<file path="config.mk">
export PLATFORM = sky130hd
export DESIGN_NAME = ifu_fetch_stage
export DESIGN_NICKNAME = d
export VERILOG_FILES = /design/src/rtl/ifu_pkg.sv /design/src/rtl/ifu_fetch_stage_fifo.sv /design/src/rtl/ifu_fetch_stage.sv
export SDC_FILE = /design/constraint.sdc
export NUM_CORES = 1
export LEC_CHECK = 0
export CORE_MARGIN = 1
export CORE_UTILIZATION = 40
export DETAILED_ROUTE_END_ITERATION = 8
export MAX_ROUTING_LAYER = met4
export PLACE_DENSITY = 0.71
export REMOVE_ABC_BUFFERS = 1
export SLEW_MARGIN = 20
export SYNTH_ARGS = -nofsm -noshare
export SYNTH_HDL_FRONTEND = slang
export SYNTH_SLANG_ARGS = --single-unit
</file>
<file path="constraint.sdc">
create_clock -name clk_i -period 7.4 [get_ports clk_i]
set_clock_uncertainty 0.15 [all_clocks]
set_input_delay 1.48 -clock clk_i [delete_from_list [all_inputs] [get_ports clk_i]]
set_output_delay 1.48 -clock clk_i [all_outputs]
set_load 0.1 [all_outputs]
</file>
<file path="src/rtl/ifu_pkg.sv">
// rtl/ifu_pkg.sv - shared types and constants for the instruction fetch stage
package ifu_pkg;

   localparam int PC_W = 32;
   localparam int IR_W = 32;

   localparam logic [PC_W-1:0] PC_STEP = PC_W'(4);

   typedef logic [IR_W-1:0] rv32i_inst_t;

   typedef struct packed {
      rv32i_inst_t     ir;
      logic [PC_W-1:0] pc;
   } fetch_entry_t;

   // Branch targets are forced onto a word boundary before they become the fetch pc.
   function automatic logic [PC_W-1:0] align_pc(input logic [PC_W-1:0] pc);
      return {pc[PC_W-1:2], 2'b00};
   endfunction

endpackage

</file>
<file path="src/rtl/ifu_fetch_stage_fifo.sv">
// rtl/ifu_fetch_stage_fifo.sv - synchronous FIFO with flush, used for the instruction buffer and pc queue
// Ports:
//   clk_i, rst_n_i          clock, synchronous active-low reset
//   push_i, push_data_i     write one entry (ignored when full or flushing)
//   pop_i                   drop the head entry (ignored when empty)
//   flush_i                 empty the FIFO; wins over a same-cycle push
//   pop_data_o              head entry, valid while !empty_o
//   full_o, empty_o, count_o  occupancy
module sync_fifo #(
   parameter int WIDTH = 8,
   parameter int DEPTH = 4
) (
   input  logic                       clk_i,
   input  logic                       rst_n_i,
   input  logic                       push_i,
   input  logic [WIDTH-1:0]           push_data_i,
   input  logic                       pop_i,
   input  logic                       flush_i,
   output logic [WIDTH-1:0]           pop_data_o,
   output logic                       full_o,
   output logic                       empty_o,
   output logic [$clog2(DEPTH+1)-1:0] count_o
);

   localparam int AW = (DEPTH > 1) ? $clog2(DEPTH) : 1;
   localparam int CW = $clog2(DEPTH + 1);

   logic [WIDTH-1:0] mem_q [DEPTH];
   logic [AW-1:0]    wr_ptr_q, wr_ptr_d;
   logic [AW-1:0]    rd_ptr_q, rd_ptr_d;
   logic [CW-1:0]    cnt_q, cnt_d;
   logic             push_ok, pop_ok;

   // Explicit wrap so DEPTH need not be a power of two.
   function automatic logic [AW-1:0] ptr_inc(input logic [AW-1:0] p);
      return (p == AW'(DEPTH - 1)) ? '0 : p + AW'(1);
   endfunction

   assign full_o     = (cnt_q == CW'(DEPTH));
   assign empty_o    = (cnt_q == '0);
   assign count_o    = cnt_q;
   assign push_ok    = push_i && !full_o && !flush_i;
   assign pop_ok     = pop_i && !empty_o;
   assign pop_data_o = mem_q[rd_ptr_q];

   always_comb begin
      wr_ptr_d = wr_ptr_q;
      rd_ptr_d = rd_ptr_q;
      cnt_d    = cnt_q;
      if (flush_i) begin
         wr_ptr_d = '0;
         rd_ptr_d = '0;
         cnt_d    = '0;
      end else begin
         if (push_ok) wr_ptr_d = ptr_inc(wr_ptr_q);
         if (pop_ok)  rd_ptr_d = ptr_inc(rd_ptr_q);
         cnt_d = cnt_q + CW'(push_ok) - CW'(pop_ok);
      end
   end

   always_ff @(posedge clk_i) begin
      if (!rst_n_i) begin
         wr_ptr_q <= '0;
         rd_ptr_q <= '0;
         cnt_q    <= '0;
      end else begin
         wr_ptr_q <= wr_ptr_d;
         rd_ptr_q <= rd_ptr_d;
         cnt_q    <= cnt_d;
      end
   end

   always_ff @(posedge clk_i) begin
      if (push_ok) mem_q[wr_ptr_q] <= push_data_i;
   end

endmodule

</file>
<file path="src/rtl/ifu_fetch_stage.sv">
// rtl/ifu_fetch_stage.sv - instruction fetch stage: pc owner, fetch issue, instruction buffer, redirect
// Ports:
//   clk_i, rst_n_i                         clock, synchronous active-low reset
//   fch_req_{vld_o,rdy_i,pc_o}             fetch request to instruction memory
//   fch_rsp_{vld_i,rdy_o,ir_i}             in-order instruction word from memory
//   ex_req_{vld_o,rdy_i,ir_o,pc_o,valid_o} instruction presented to execute
//   ex_rsp_{vld_i,rdy_o,taken_i,target_pc_i} execute completion / branch outcome
module ifu_fetch_stage
   import ifu_pkg::*;
#(
   parameter logic [31:0] RESET_PC  = 32'h0000_0000,
   parameter int          BUF_DEPTH = 4,
   parameter int          MAX_OS    = 2
) (
   input  logic            clk_i,
   input  logic            rst_n_i,
   output logic            fch_req_vld_o,
   input  logic            fch_req_rdy_i,
   output logic [PC_W-1:0] fch_req_pc_o,
   input  logic            fch_rsp_vld_i,
   output logic            fch_rsp_rdy_o,
   input  logic [IR_W-1:0] fch_rsp_ir_i,
   output logic            ex_req_vld_o,
   input  logic            ex_req_rdy_i,
   output logic [IR_W-1:0] ex_req_ir_o,
   output logic [PC_W-1:0] ex_req_pc_o,
   output logic            ex_req_valid_o,
   input  logic            ex_rsp_vld_i,
   output logic            ex_rsp_rdy_o,
   input  logic            ex_rsp_taken_i,
   input  logic [PC_W-1:0] ex_rsp_target_pc_i
);

   localparam int OS_W = $clog2(MAX_OS + 1);
   localparam int BC_W = $clog2(BUF_DEPTH + 1);

   logic [PC_W-1:0] fetch_pc_q, fetch_pc_d;
   logic [PC_W-1:0] redir_pc_q, redir_pc_d;
   logic            redir_pend_q, redir_pend_d;
   logic [OS_W-1:0] drop_cnt_q, drop_cnt_d;
   logic            ex_busy_q, ex_busy_d;
   logic            run_q;

   logic            fch_hs, fch_held, rsp_hs, rsp_drop, ex_hs, exr_hs, redirect;
   logic [OS_W-1:0] os_cnt, os_cnt_next;
   logic [BC_W-1:0] buf_cnt;
   logic            buf_full, buf_empty, pcq_full, pcq_empty;
   logic [PC_W-1:0] pcq_head;
   fetch_entry_t    buf_in, buf_head;

   // os_cnt is the pc queue occupancy: one entry per request awaiting its response.
   // Space is reserved in the buffer for every outstanding request, so a response push never overflows.
   // run_q keeps the request low in the cycle right after reset.
   assign fch_req_vld_o = run_q && !pcq_full && !buf_full &&
                          ((int'(buf_cnt) + int'(os_cnt)) < BUF_DEPTH);
   assign fch_req_pc_o  = fetch_pc_q;
   assign fch_rsp_rdy_o = 1'b1;

   assign ex_req_vld_o   = !buf_empty && !ex_busy_q;
   assign ex_req_ir_o    = buf_head.ir;
   assign ex_req_pc_o    = buf_head.pc;
   assign ex_req_valid_o = 1'b1;
   assign ex_rsp_rdy_o   = ex_busy_q;

   assign fch_hs   = fch_req_vld_o && fch_req_rdy_i;
   assign fch_held = fch_req_vld_o && !fch_req_rdy_i;
   assign rsp_hs   = fch_rsp_vld_i && !pcq_empty;
   assign rsp_drop = rsp_hs && (drop_cnt_q != '0);
   assign ex_hs    = ex_req_vld_o && ex_req_rdy_i;
   assign exr_hs   = ex_rsp_vld_i && ex_busy_q;
   assign redirect = exr_hs && ex_rsp_taken_i;

   assign os_cnt_next = os_cnt + OS_W'(fch_hs) - OS_W'(rsp_hs);

   assign buf_in.ir = fch_rsp_ir_i;
   assign buf_in.pc = pcq_head;

   sync_fifo #(.WIDTH(PC_W), .DEPTH(MAX_OS)) u_pc_queue (
      .clk_i      (clk_i),
      .rst_n_i    (rst_n_i),
      .push_i     (fch_hs),
      .push_data_i(fetch_pc_q),
      .pop_i      (rsp_hs),
      .flush_i    (1'b0),
      .pop_data_o (pcq_head),
      .full_o     (pcq_full),
      .empty_o    (pcq_empty),
      .count_o    (os_cnt)
   );

   sync_fifo #(.WIDTH($bits(fetch_entry_t)), .DEPTH(BUF_DEPTH)) u_inst_buf (
      .clk_i      (clk_i),
      .rst_n_i    (rst_n_i),
      .push_i     (rsp_hs && !rsp_drop),
      .push_data_i(buf_in),
      .pop_i      (ex_hs),
      .flush_i    (redirect),
      .pop_data_o (buf_head),
      .full_o     (buf_full),
      .empty_o    (buf_empty),
      .count_o    (buf_cnt)
   );

   // A request held at redirect time must keep its old pc until accepted, so the
   // target is parked in redir_pc_q and becomes the fetch pc on that acceptance.
   always_comb begin
      fetch_pc_d   = fetch_pc_q;
      redir_pc_d   = redir_pc_q;
      redir_pend_d = redir_pend_q;
      if (fch_hs) begin
         fetch_pc_d   = redir_pend_q ? redir_pc_q : fetch_pc_q + PC_STEP;
         redir_pend_d = 1'b0;
      end
      if (redirect) begin
         if (fch_held) begin
            redir_pend_d = 1'b1;
            redir_pc_d   = align_pc(ex_rsp_target_pc_i);
         end else begin
            fetch_pc_d = align_pc(ex_rsp_target_pc_i);
         end
      end
   end

   // Every request already accepted or still held at redirect belongs to the wrong path.
   always_comb begin
      drop_cnt_d = drop_cnt_q;
      if (rsp_drop) drop_cnt_d = drop_cnt_q - OS_W'(1);
      if (redirect) drop_cnt_d = os_cnt_next + OS_W'(fch_held);
   end

   always_comb begin
      ex_busy_d = ex_busy_q;
      if (ex_hs)  ex_busy_d = 1'b1;
      if (exr_hs) ex_busy_d = 1'b0;
   end

   always_ff @(posedge clk_i) begin
      if (!rst_n_i) begin
         fetch_pc_q   <= RESET_PC;
         redir_pc_q   <= '0;
         redir_pend_q <= 1'b0;
         drop_cnt_q   <= '0;
         ex_busy_q    <= 1'b0;
         run_q        <= 1'b0;
      end else begin
         fetch_pc_q   <= fetch_pc_d;
         redir_pc_q   <= redir_pc_d;
         redir_pend_q <= redir_pend_d;
         drop_cnt_q   <= drop_cnt_d;
         ex_busy_q    <= ex_busy_d;
         run_q        <= 1'b1;
      end
   end

endmodule
</file>
==> run summary <==
CTS max path bufs: 3
chip width: 203 um
Setup TNS Final: 0 ps
first-pass GRT wire length: 55.2 mm
R2R cell count: 8
Post-CTS Hold Fix Bufs: 0
Hold Path End: redir_pc_q[22]
Slowest-stage cell, CP: clkdlybuf4s50_1
RSZ-0062 raised after global routing: false
Max Slew Vio Count: 0
Post-synth EDFFs: 320
worst-path maximum fanout: 41
Final Setup Violations: 0
yosys warns: 0
ys async rst share: 0%
DP Area: 18400 um^2
Die Height: 203 um
Worst-Margin Slew: 1110 ps
Max-Cap Viols: 0
Worst Setup Start Kind: register
Crit path max-delay family: buffers and inverters
Worst R2R Start: u_pc_queue.count_o[1]
Iter 0 DRT Violations: 782
CTS Sinks: 401
Post-Route WL: 36.3 mm
hold depth: 2
Vias: 9500
Fin. Hold Viols: 0
Post-synth top cells: edfxtp_1 (320), nand2_1 (98), dfxtp_1 (81), mux4_2 (64), a21oi_1 (62)
Synth Cell Area: 16200 um^2
CP arrival: 3700 ps
period utilisation layout: 72.0%
first drt pass iteration count: 5
vias in the first global route: 9470
port bufs: 167
most common cell in the netlist: edfxtp_1
largest net degree at the start of global routing: 65
Worst EP required: 5770 ps
Slew HR: 25.9%
main area contributors after synthesis: edfxtp_1 (59%), dfxtp_1 (10%), mux4_2 (8.9%), mux2_2 (2.4%), nand2_1 (2.3%)
syn_area_per_cell: 15.8 um^2
Post-layout nets: 1276
post-route cell area: 19700 um^2
Area Overhead vs Synth: 21.7%
detailed placement HPWL: 21.8 mm
Worst Hold Launch: redir_pc_q[22]
total track usage: 18.1%
area leader, netlist: edfxtp_1
max frequency: 0.188 GHz
routed wire length per instance: 20.8 um
number of placement rows: 73
Root Buffer: clkbuf_16
Setup CP Type: reg2out
total gr overflow: 0
clock latency on the worst-skew pair: 540 ps
crit path buf inv count: 2
io pins: 172
peak supply drop: 0.270 mV
core footprint: 39900 um^2
Post-CTS Setup Repair Bufs: 0
synthesis-stage register bit count: 401
Critical Path Stages: 3
Yosys top cell area share: 59.2%
library cells used by synthesis: 78
post-route ant nets: 0
Cells after Synth: 1028
crit-path cells: buf_4, mux4_2, clkdlybuf4s50_1
Worst R2R Setup Slack: 3860 ps
Placed Instances: 1672
clk slew on worst S/H paths: 60 ps
Period minus WS final: 5330 ps
initial antenna violation count: 1
DRC: 0
htree depth: 2
worst hold path class: reg2reg
RR Endpoint: redir_pc_q[26]
Seq/Total Area, Yosys: 69.2%
Vias/cell: 5.44
top_reg_cell synth: edfxtp_1
initial core utilization: 40.7%
global placer's final weighted congestion: 0.812
crit-path max cell delay: 1000 ps
post-CTS sizing: 0
layout cell share with drive strength beyond 1: 16.8%
crit end category: primary output
status: complete, no violations
CTS tree: built
Lkg Pwr: 6.28 nW
PD cells: 378 nW/um^2
Inserted Clock Buffers: 41
Die Area: 41400 um^2
count of non-filler cells in the finished layout: 1746
registers in the layout, summed over array words and instances, names as in the netlist, named ones only:
name / cells
redir_pc_q: 30
ex_rsp_rdy_o: 1
u_inst_buf.wr_ptr_q: 2
u_pc_queue.rd_ptr_q: 1
run_q: 1
u_inst_buf.rd_ptr_q: 2
u_pc_queue.wr_ptr_q: 1
drop_cnt_q: 2
u_pc_queue.count_o: 2
u_pc_queue.mem_q: 64
u_inst_buf.count_o: 3
fch_req_pc_o: 32
u_inst_buf.mem_q: 256
cells by family (layout without fill, tap and decap cells):
| kind of cell | Yosys count | in the layout | share of synthesized area [%] |
|---|---|---|---|
| adders and majority gates | 15 | 15 | 1.25 |
| xor gates and xnor gates | 11 | 11 | 0.594 |
| buffers and inverters | 89 | 280 | 2.71 |
| DFF | 401 | 401 | 69.2 |
| muxes | 109 | 109 | 11.9 |
| and+or+nand+nor | 237 | 237 | 7.49 |
| AOI/OAI and AO/OA | 165 | 165 | 6.79 |
| other | 1 | 3 | 0.0231 |
tightest hold or removal path, stage by stage, from the launching register on:
cell	delay (ps)
dfxtp_1	310
nand2_1	50
a21oi_1	50
worst max-delay path by stage:
stage	end	slack, ps
floorplan	ex_req_ir_o[0]	2110
global placement	u_pc_queue.mem_q[0][30]	2230
detailed placement	u_inst_buf.mem_q[2][33]	2410
CTS	ex_req_pc_o[15]	1920
global route	ex_req_pc_o[16]	1810
finish	ex_req_pc_o[15]	2070
stage by stage:
stage	worst slack [ps]	utilization (%)	total power [mW]	hold WS, ps
2_1_floorplan	2110	-	4.80	281
3_3_place_gp	2230	46.0	5.40	286
3_5_place_dp	2410	46.0	5.44	295
4_1_cts	1920	49.5	7.53	303
5_1_grt	1810	49.5	7.73	315
6_report	2070	49.5	7.47	303
cell usage in the layout, fill, tap and decap left out, types with 15 or more instances in the layout:
cell,count
edfxtp_1,320
clkdlybuf4s50_1,167
nand2_1,98
dfxtp_1,79
mux4_2,64
a21oi_1,62
clkbuf_16,43
nor2_1,34
mux2_2,34
o21ai_0,29
inv_1,22
nand3_1,22
buf_4,15
power by group:
part | switching (mW) | total [mW] | leakage, nW | internal (mW)
Combinational | 1.77 | 2.48 | 2.04 | 0.708
Clock | 0.827 | 2.10 | 0.659 | 1.27
Sequential | 0.185 | 2.89 | 3.58 | 2.70
Total | 2.79 | 7.47 | 6.28 | 4.68
layer usage:
metal | up-vias | track usage [%] | part of all wire, %
met3 | 71 | 3.47 | 6.4
met4 | 0 | 6.63 | 3.1
met5 | - | - | 0
li1 | 4333 | - | -
met1 | 4775 | 23.5 | 43
met2 | 321 | 28.4 | 48
cell type report:
type                    count  area, um^2
diodes                      1        2.50
clock buffers              52        1110
clock inverters            21         259
fillers                  3363       20200
inverters                  24        90.1
multi-input cells         539        4590
flip-flops and latches    401       11200
well taps                 525         657
repair buffers            183        1800
Note: power is estimated with default switching activity, not from simulation.
